### src/rtl/uart_mmio_ctrl.sv
// MMIO front end for the shared UART: TX/RX byte FIFOs, status/data registers,
// and free-running cycle and retired-instruction counters.
module uart_mmio_ctrl #(
  parameter int unsigned FIFO_DEPTH = 8
) (
  input  logic        clk,
  input  logic        rst,
  input  logic [7:0]  addr,
  input  logic        wr_en,
  input  logic        rd_en,
  input  logic [31:0] wdata,
  output logic [31:0] rdata,
  input  logic        inst_retired,
  output logic [7:0]  tx_data,
  output logic        tx_valid,
  input  logic        tx_ready,
  input  logic [7:0]  rx_data,
  input  logic        rx_valid,
  output logic        rx_ready
);

  localparam int unsigned AW = $clog2(FIFO_DEPTH);
  localparam logic [AW:0] FullCnt = (AW + 1)'(FIFO_DEPTH);

  localparam logic [7:0] AddrStatus  = 8'h00;
  localparam logic [7:0] AddrRxData  = 8'h04;
  localparam logic [7:0] AddrTxData  = 8'h08;
  localparam logic [7:0] AddrCycle   = 8'h10;
  localparam logic [7:0] AddrInstret = 8'h14;
  localparam logic [7:0] AddrCtrl    = 8'h18;

  logic [7:0]  r_tx_mem [FIFO_DEPTH];
  logic [7:0]  r_rx_mem [FIFO_DEPTH];
  logic [AW:0] r_tx_wp, r_tx_rp, r_rx_wp, r_rx_rp;
  logic        r_tx_ovf;
  logic [31:0] r_cycle, r_instret;

  logic [AW:0] w_tx_cnt, w_rx_cnt;
  logic        w_tx_full, w_tx_empty, w_rx_full, w_rx_empty;
  logic        w_wr_tx, w_wr_ctrl, w_rd;
  logic        w_tx_push, w_tx_pop, w_tx_ovf, w_rx_push, w_rx_pop;
  logic [31:0] w_rd_val;
  logic        w_unused_wdata;

  assign w_tx_cnt   = r_tx_wp - r_tx_rp;
  assign w_rx_cnt   = r_rx_wp - r_rx_rp;
  assign w_tx_full  = (w_tx_cnt == FullCnt);
  assign w_rx_full  = (w_rx_cnt == FullCnt);
  assign w_tx_empty = (r_tx_wp == r_tx_rp);
  assign w_rx_empty = (r_rx_wp == r_rx_rp);

  assign w_wr_tx   = wr_en && (addr == AddrTxData);
  assign w_wr_ctrl = wr_en && (addr == AddrCtrl);
  assign w_rd      = rd_en && !wr_en;

  // Pop is evaluated first, so a store to a full FIFO that is draining this cycle still lands.
  assign w_tx_pop  = !w_tx_empty && tx_ready;
  assign w_tx_push = w_wr_tx && (!w_tx_full || w_tx_pop);
  assign w_tx_ovf  = w_wr_tx && w_tx_full && !w_tx_pop;
  assign w_rx_push = rx_valid && !w_rx_full;
  assign w_rx_pop  = w_rd && (addr == AddrRxData) && !w_rx_empty;

  assign tx_valid = !w_tx_empty;
  assign tx_data  = r_tx_mem[r_tx_rp[AW-1:0]];
  assign rx_ready = !w_rx_full;

  assign w_unused_wdata = ^wdata[31:8];

  always_comb begin
    w_rd_val = 32'b0;
    case (addr)
      AddrStatus:  w_rd_val = {29'b0, r_tx_ovf, !w_rx_empty, !w_tx_full};
      AddrRxData:  w_rd_val = w_rx_empty ? 32'b0 : {24'b0, r_rx_mem[r_rx_rp[AW-1:0]]};
      AddrCycle:   w_rd_val = r_cycle;
      AddrInstret: w_rd_val = r_instret;
      default:     w_rd_val = 32'b0;
    endcase
  end

  always_ff @(posedge clk) begin
    if (w_tx_push) r_tx_mem[r_tx_wp[AW-1:0]] <= wdata[7:0];
    if (w_rx_push) r_rx_mem[r_rx_wp[AW-1:0]] <= rx_data;
  end

  always_ff @(posedge clk) begin
    if (rst) begin
      r_tx_wp   <= '0;
      r_tx_rp   <= '0;
      r_rx_wp   <= '0;
      r_rx_rp   <= '0;
      r_tx_ovf  <= 1'b0;
      r_cycle   <= 32'b0;
      r_instret <= 32'b0;
      rdata     <= 32'b0;
    end else begin
      if (w_tx_push) r_tx_wp <= r_tx_wp + 1'b1;
      if (w_tx_pop)  r_tx_rp <= r_tx_rp + 1'b1;
      if (w_rx_push) r_rx_wp <= r_rx_wp + 1'b1;
      if (w_rx_pop)  r_rx_rp <= r_rx_rp + 1'b1;

      if (w_wr_ctrl)     r_tx_ovf <= 1'b0;
      else if (w_tx_ovf) r_tx_ovf <= 1'b1;

      if (w_wr_ctrl) begin
        r_cycle   <= 32'b0;
        r_instret <= 32'b0;
      end else begin
        r_cycle <= r_cycle + 32'd1;
        if (inst_retired) r_instret <= r_instret + 32'd1;
      end

      // A colliding load and store performs the store and returns zero.
      if (rd_en) rdata <= wr_en ? 32'b0 : w_rd_val;
    end
  end

endmodule

### config.mk
export PLATFORM = sky130hd
export DESIGN_NAME = uart_mmio_ctrl
export DESIGN_NICKNAME = d
export VERILOG_FILES = /design/src/rtl/uart_mmio_ctrl.sv
export SDC_FILE = /design/constraint.sdc
export NUM_CORES = 1
export LEC_CHECK = 0
export ABC_AREA = 1
export BUFFER_PORTS_ARGS = -buffer_cell sky130_fd_sc_hd__buf_2
export CAP_MARGIN = 20
export CORE_MARGIN = 2
export CORE_UTILIZATION = 60
export DETAILED_ROUTE_END_ITERATION = 8
export PLACE_DENSITY_LB_ADDON = 0.08
export SLEW_MARGIN = 40
export SYNTH_ARGS = -nofsm -noshare
export SYNTH_HDL_FRONTEND = slang
export SYNTH_SLANG_ARGS = --single-unit
### constraint.sdc
create_clock -name clk -period 2.75 [get_ports clk]
set_input_delay 0.4125 -clock clk [delete_from_list [all_inputs] [get_ports clk]]
set_output_delay 0.4125 -clock clk [all_outputs]
set_load 0.02 [all_outputs]
; After elaboration in Yosys (flattened, before gate mapping)
; Memories as Yosys holds them, arrays and structs flattened. A register that Yosys moved wholly into a read port is not among the register bits.
; Cells that the tools add are included.
[word_totals]
register_bits = 113
ram_bits = 128
in_bits = 55
out_inout_bits = 42
wordCells = 57
mem_count = 2
[classes]
addsub = 8
n_eq_ne = 9
n_mux = 11
n_reduce_logical = 19
[memory_table]
columns = memory, words, word_bits, rd, rd_ports_with_merged_regs, wr, line_no
row1 = r_rx_mem, 8, 8, 1, 1, 1, 33  ; logic [7:0] r_rx_mem [FIFO_DEPTH];
row2 = r_tx_mem, 8, 8, 1, 1, 1, 32  ; logic [7:0] r_tx_mem [FIFO_DEPTH];
[op_table]
columns = op, count
row1 = $pmux W32 S4, 1
row2 = $add A32 B1 Y32 const B, 2
row3 = $mux W32, 1
row4 = $eq A8 B5 Y1 const B, 3
row5 = $add A4 B1 Y4 const B, 4
row6 = $mux W3, 4
row7 = $logic_and A1 B1 Y1, 10
row8 = $eq A4 B4 Y1, 2
row9 = $eq A4 B4 Y1 const B, 2
row10 = $eq A8 B3 Y1 const B, 1
row11 = $eq A8 B4 Y1 const B, 1
row12 = $logic_not A8 Y1, 1
row13 = $mux W8, 1
row14 = $sub A4 B4 Y4, 2
row15 = $logic_not A1 Y1, 6
row16 = $mux W1, 4
row17 = $reduce_or A2 Y1, 1
row18 = $logic_or A1 B1 Y1, 1

; Depth between registers and ports, before layout
[logic_depth]
ltp_word = 7
ltp_mapped = 13
depth_no_buf = 13

; Worst setup path before layout
; Ideal clock, no wire load.
[synth_timing]
path_kind = reg2reg
start = register r_tx_wp[0]
end = memory r_tx_mem[0][0], enable pin
setup_time_ns = 0.383
arrival_ns = 2.033
t_required_ns = 2.367
setup_slack_ns = 0.333
stages_incl_launch_ff = 12
n_path_buf = 0
synth_period_minus_slack_ns = 2.417
cell_sequence = dfxtp_1 inv_1 ha_1 nand2_1 inv_1 nand3_2 nand2_2 inv_1 nor2_1 nor2_2 nand2_1 nor3_1
[synth_via]
elab_chain_len = 7
word_cells_on_any_way = 10
cone_classes = 1 x add/sub / 2 x eq/ne / 2 x mux / 5 x reduce/logical
[synth_lines]
columns = item, line_no
row1 = from (decl), 34  ; logic [AW:0] r_tx_wp, r_tx_rp, r_rx_wp, r_rx_rp;
row2 = from (signal assigned), 96  ; if (w_tx_push) r_tx_wp <= r_tx_wp + 1'b1;
row3 = $eq A4 B4 Y1, 49  ; assign w_tx_empty = (r_tx_wp == r_tx_rp);
row4 = $logic_not A1 Y1, --
row5 = via tx_valid, 15  ; output logic tx_valid,
row6 = $logic_and A1 B1 Y1, 57  ; assign w_tx_pop = !w_tx_empty && tx_ready;
row7 = $logic_or A1 B1 Y1, 58  ; assign w_tx_push = w_wr_tx && (!w_tx_full || w_tx_pop);
row8 = $logic_and A1 B1 Y1, 58
row9 = $mux W1, 81  ; if (w_tx_push) r_tx_mem[r_tx_wp[AW-1:0]] <= wdata[7:0];
row10 = $mux W1 (not written as such), 81
row11 = to (decl), 32
; The timed path passes the listed nets, and every way through them passes these cells.

==> flow_summary.json <==
{
  "status": "finished clean",
  "rsz0062_at_grt": "false",
  "die_x_um": 140,
  "grt-busiest-layer": "met2",
  "timing.critical_path.from_type": "flop",
  "synth_top_cells_by_area": "sky130_fd_sc_hd__edfxtp_1 (34%), sky130_fd_sc_hd__dfxtp_1 (21%), sky130_fd_sc_hd__nand2_1 (8.4%)",
  "tritoncts_buffers": 27,
  "synthesis.nets": 1360,
  "p_per_area_nw_per_um2": 636,
  "cts.reportedPaths.clkPinSlew_ps": 60,
  "ys.flop_type": "sky130_fd_sc_hd__edfxtp_1",
  "worstSkewPairLatency_ps": 520,
  "synth_top_cell_by_area": "sky130_fd_sc_hd__edfxtp_1",
  "fp.dieArea_um2": 19700,
  "placer_congestion_estimate": 0.941,
  "design.final.nets": 1446,
  "use_met1_pct": 37.1,
  "timing_hold_violations_final": 0,
  "yosys_warnings": 0,
  "asr_flop_ratio_synth_pct": 0,
  "top_cells_by_instance_count_after_synthesis": "sky130_fd_sc_hd__nand2_1 (251), sky130_fd_sc_hd__nor2_1 (187), sky130_fd_sc_hd__edfxtp_1 (128)",
  "grt_max_degree": 43,
  "slew_headroom_pct": 53.6,
  "critPathMaxFanout": 32,
  "hold-worst-slack_ps": 165,
  "criticalPathCategory": "flop to output pin",
  "dpl-instance-area_um2": 11800,
  "detail_route.first_pass.iterations": 5,
  "antenna_left": 0,
  "crit-reg2reg-capture": "r_rx_mem[0][7]",
  "layout-drive-gt1-share_pct": 13.8,
  "worst_setup_slack_for_register_to_register_paths_ps": 430,
  "detailed_place_hpwl_um": 18000,
  "worst_ep_required_time_ps": 2340,
  "routed_wirelength_um": 25700,
  "cp-end-kind": "output pin",
  "fp-row-count": 49,
  "grt_pass1_wl_um": 41000,
  "gr_met2_demand_resource_pct": 42.0,
  "design.core.area_um2": 18100,
  "grt.overflow.total": 0,
  "hold_path.startpoint": "rx_data[0]",
  "maxClockFrequency_mhz": 397,
  "max_cap_viol": 0,
  "synthCells": 1293,
  "timing.hold.worst_path_depth": 1,
  "area_growth_syn_to_layout_pct": 14.2,
  "use_met3_pct": 3.38,
  "finClkSkew_ps": 10.0,
  "finalCriticalPeriod_ps": 2520,
  "post-route-drc-count": 0,
  "setup_violations": 0,
  "max-vdd-ir-drop_mv": 0.694,
  "htree_num_levels": 1,
  "antenna_violations_before_repair": 0,
  "via_per_inst": 5.49,
  "detail_route.wl_per_cell_um": 15.8,
  "syn_avg_cell_area_um2": 8.63,
  "synth_seq_area_share_pct": 55.8,
  "buffer_ports.inserted": 72,
  "static-leakage-power_nw": 4.55,
  "synth_area_um2": 11200,
  "start_util_pct": 61.7,
  "reg2reg_from": "r_rx_wp[1]",
  "timing.final.crit_share_pct": 91.6,
  "grt_pass1_vias": 8155,
  "fin_setup_tns_ps": 0,
  "tritoncts_num_sinks": 247,
  "initialDrtViolationCount": 684,
  "post-synth-top-area-fraction_pct": 34.4,
  "cell_with_the_most_instances_after_synthesis": "sky130_fd_sc_hd__nand2_1",
  "die_height_um": 140,
  "stdcell_area_um2": 12700,
  "tritoncts": "built",
  "cts-root-buf": "sky130_fd_sc_hd__clkbuf_16",
  "num_io_pins": 97,
  "worst_hold_path_ep": "r_rx_mem[5][0]",
  "worstRegToRegCells": 11,
  "vias": 8940,
  "yosys.cell_types.count": 38,
  "transition_at_the_pin_with_the_smallest_max_transition_slack_ps": 696,
  "cts_hold_buf": 0,
  "drv_slew": 0,
  "cts-root-to-sink-buffers": 3,
  "grt_usage_pct": 25.7,
  "synth_edf_count": 128,
  "cp.arrival_ps": 2110,
  "register_bit_total_from_synthesis": 247,
  "antenna_diode_instance_count": 0,
  "hp-class": "primary input to flop"
}
-- final cells by class --
cell class                 instances  area (um2)
sequential                       247        6230
fill                            1430        5340
multi-input combinational        869        4230
clock buffer                      35         779
timing repair buffer              98         556
inverter                         136         512
tap                              229         287
clock inverter                    14         150
-- registers in the layout (all words and copies together) (netlist names), named ones only --
signal and count:
r_tx_mem 64, r_tx_rp 4, r_rx_rp 4, r_instret 32, r_rx_mem 64, r_tx_ovf 1
r_rx_wp 4, r_cycle 32, r_tx_wp 4, rdata 32
-- how the worst max path moves through the flow --
stage | cells past startpoint | slack, ps | to
2_1_floorplan | 11 | 330 | r_tx_mem[0][0]
3_3_place_gp | 11 | 510 | r_rx_mem[2][5]
5_1_grt | 6 | 80 | tx_data[5]
4_1_cts | 6 | 10 | tx_data[5]
3_5_place_dp | 11 | 480 | r_rx_mem[0][7]
6_report | 6 | 230 | tx_data[5]
-- placed cells by master, fill, tap and decap left out, types with 7 or more instances in the layout --
cell and instances:
sky130_fd_sc_hd__buf_4 26, sky130_fd_sc_hd__nor2_2 10, sky130_fd_sc_hd__nand3_1 64, sky130_fd_sc_hd__inv_1 127, sky130_fd_sc_hd__o211ai_1 7, sky130_fd_sc_hd__o21ai_1 14
sky130_fd_sc_hd__nand4_1 13, sky130_fd_sc_hd__a21oi_1 89, sky130_fd_sc_hd__inv_2 8, sky130_fd_sc_hd__o22ai_1 21, sky130_fd_sc_hd__a31oi_1 10, sky130_fd_sc_hd__o21ai_0 90
sky130_fd_sc_hd__xor2_1 19, sky130_fd_sc_hd__clkbuf_16 27, sky130_fd_sc_hd__ha_1 12, sky130_fd_sc_hd__edfxtp_1 128, sky130_fd_sc_hd__nor2_1 186, sky130_fd_sc_hd__nand2_2 9
sky130_fd_sc_hd__nor3_1 39, sky130_fd_sc_hd__buf_2 72, sky130_fd_sc_hd__nand2_1 251, sky130_fd_sc_hd__clkbuf_8 7, sky130_fd_sc_hd__xnor2_1 7, sky130_fd_sc_hd__dfxtp_1 118
-- metrics by stage --
stage                     total power [mW]  util (%)  std cells  worst slack [ps]
after global placement                4.48      65.3       1579               509
after CTS                             8.15      70.5       1628              14.4
after detailed placement              4.49      65.3       1579               481
final                                 8.11      70.5       1628               230
after global routing                  8.36      70.5       1628              81.3
after floorplan                       4.33         -       1293               333
-- critical path, cell delays in order (launching register included) --
cell and delay (ps):
sky130_fd_sc_hd__dfxtp_2 420, sky130_fd_sc_hd__inv_2 410, sky130_fd_sc_hd__o21ai_0 150, sky130_fd_sc_hd__o22ai_1 180, sky130_fd_sc_hd__nor2_1 70, sky130_fd_sc_hd__a31oi_1 170
sky130_fd_sc_hd__buf_2 190
-- logic make-up (layout without fill, tap and decap cells) --
kind of cell               count (synthesis)  count (layout)  synth area share (%)
DFF                                      247             247                  55.8
and+or+nand+nor                          597             597                  23.4
AOI/OAI and AO/OA                        234             234                  11.1
buffers and inverters                    177             283                  6.33
xor gates and xnor gates                  26              26                  2.04
adders and majority gates                 12              12                  1.34
-- timing repair --
action                     in CTS  in global routing
setup endpoints to repair       0                  8
buffers inserted                0                  0
resized for setup               0                  1
-- routing by layer --
layer | share of wire [%] | routed length [um] | up-vias
li1 | - | - | 4500
met1 | 47 | 12000 | 4152
met2 | 46 | 11800 | 257
met3 | 5.9 | 1530 | 31
met4 | 1.3 | 344 | 0
met5 | 0 | 0 | -
-- power breakdown --
group          switching, mW  internal, mW
Sequential            0.0333          3.92
Combinational          0.318         0.143
Clock                   1.42          2.27
Total                   1.77          6.34
Note: power is estimated with default switching activity, not from simulation.
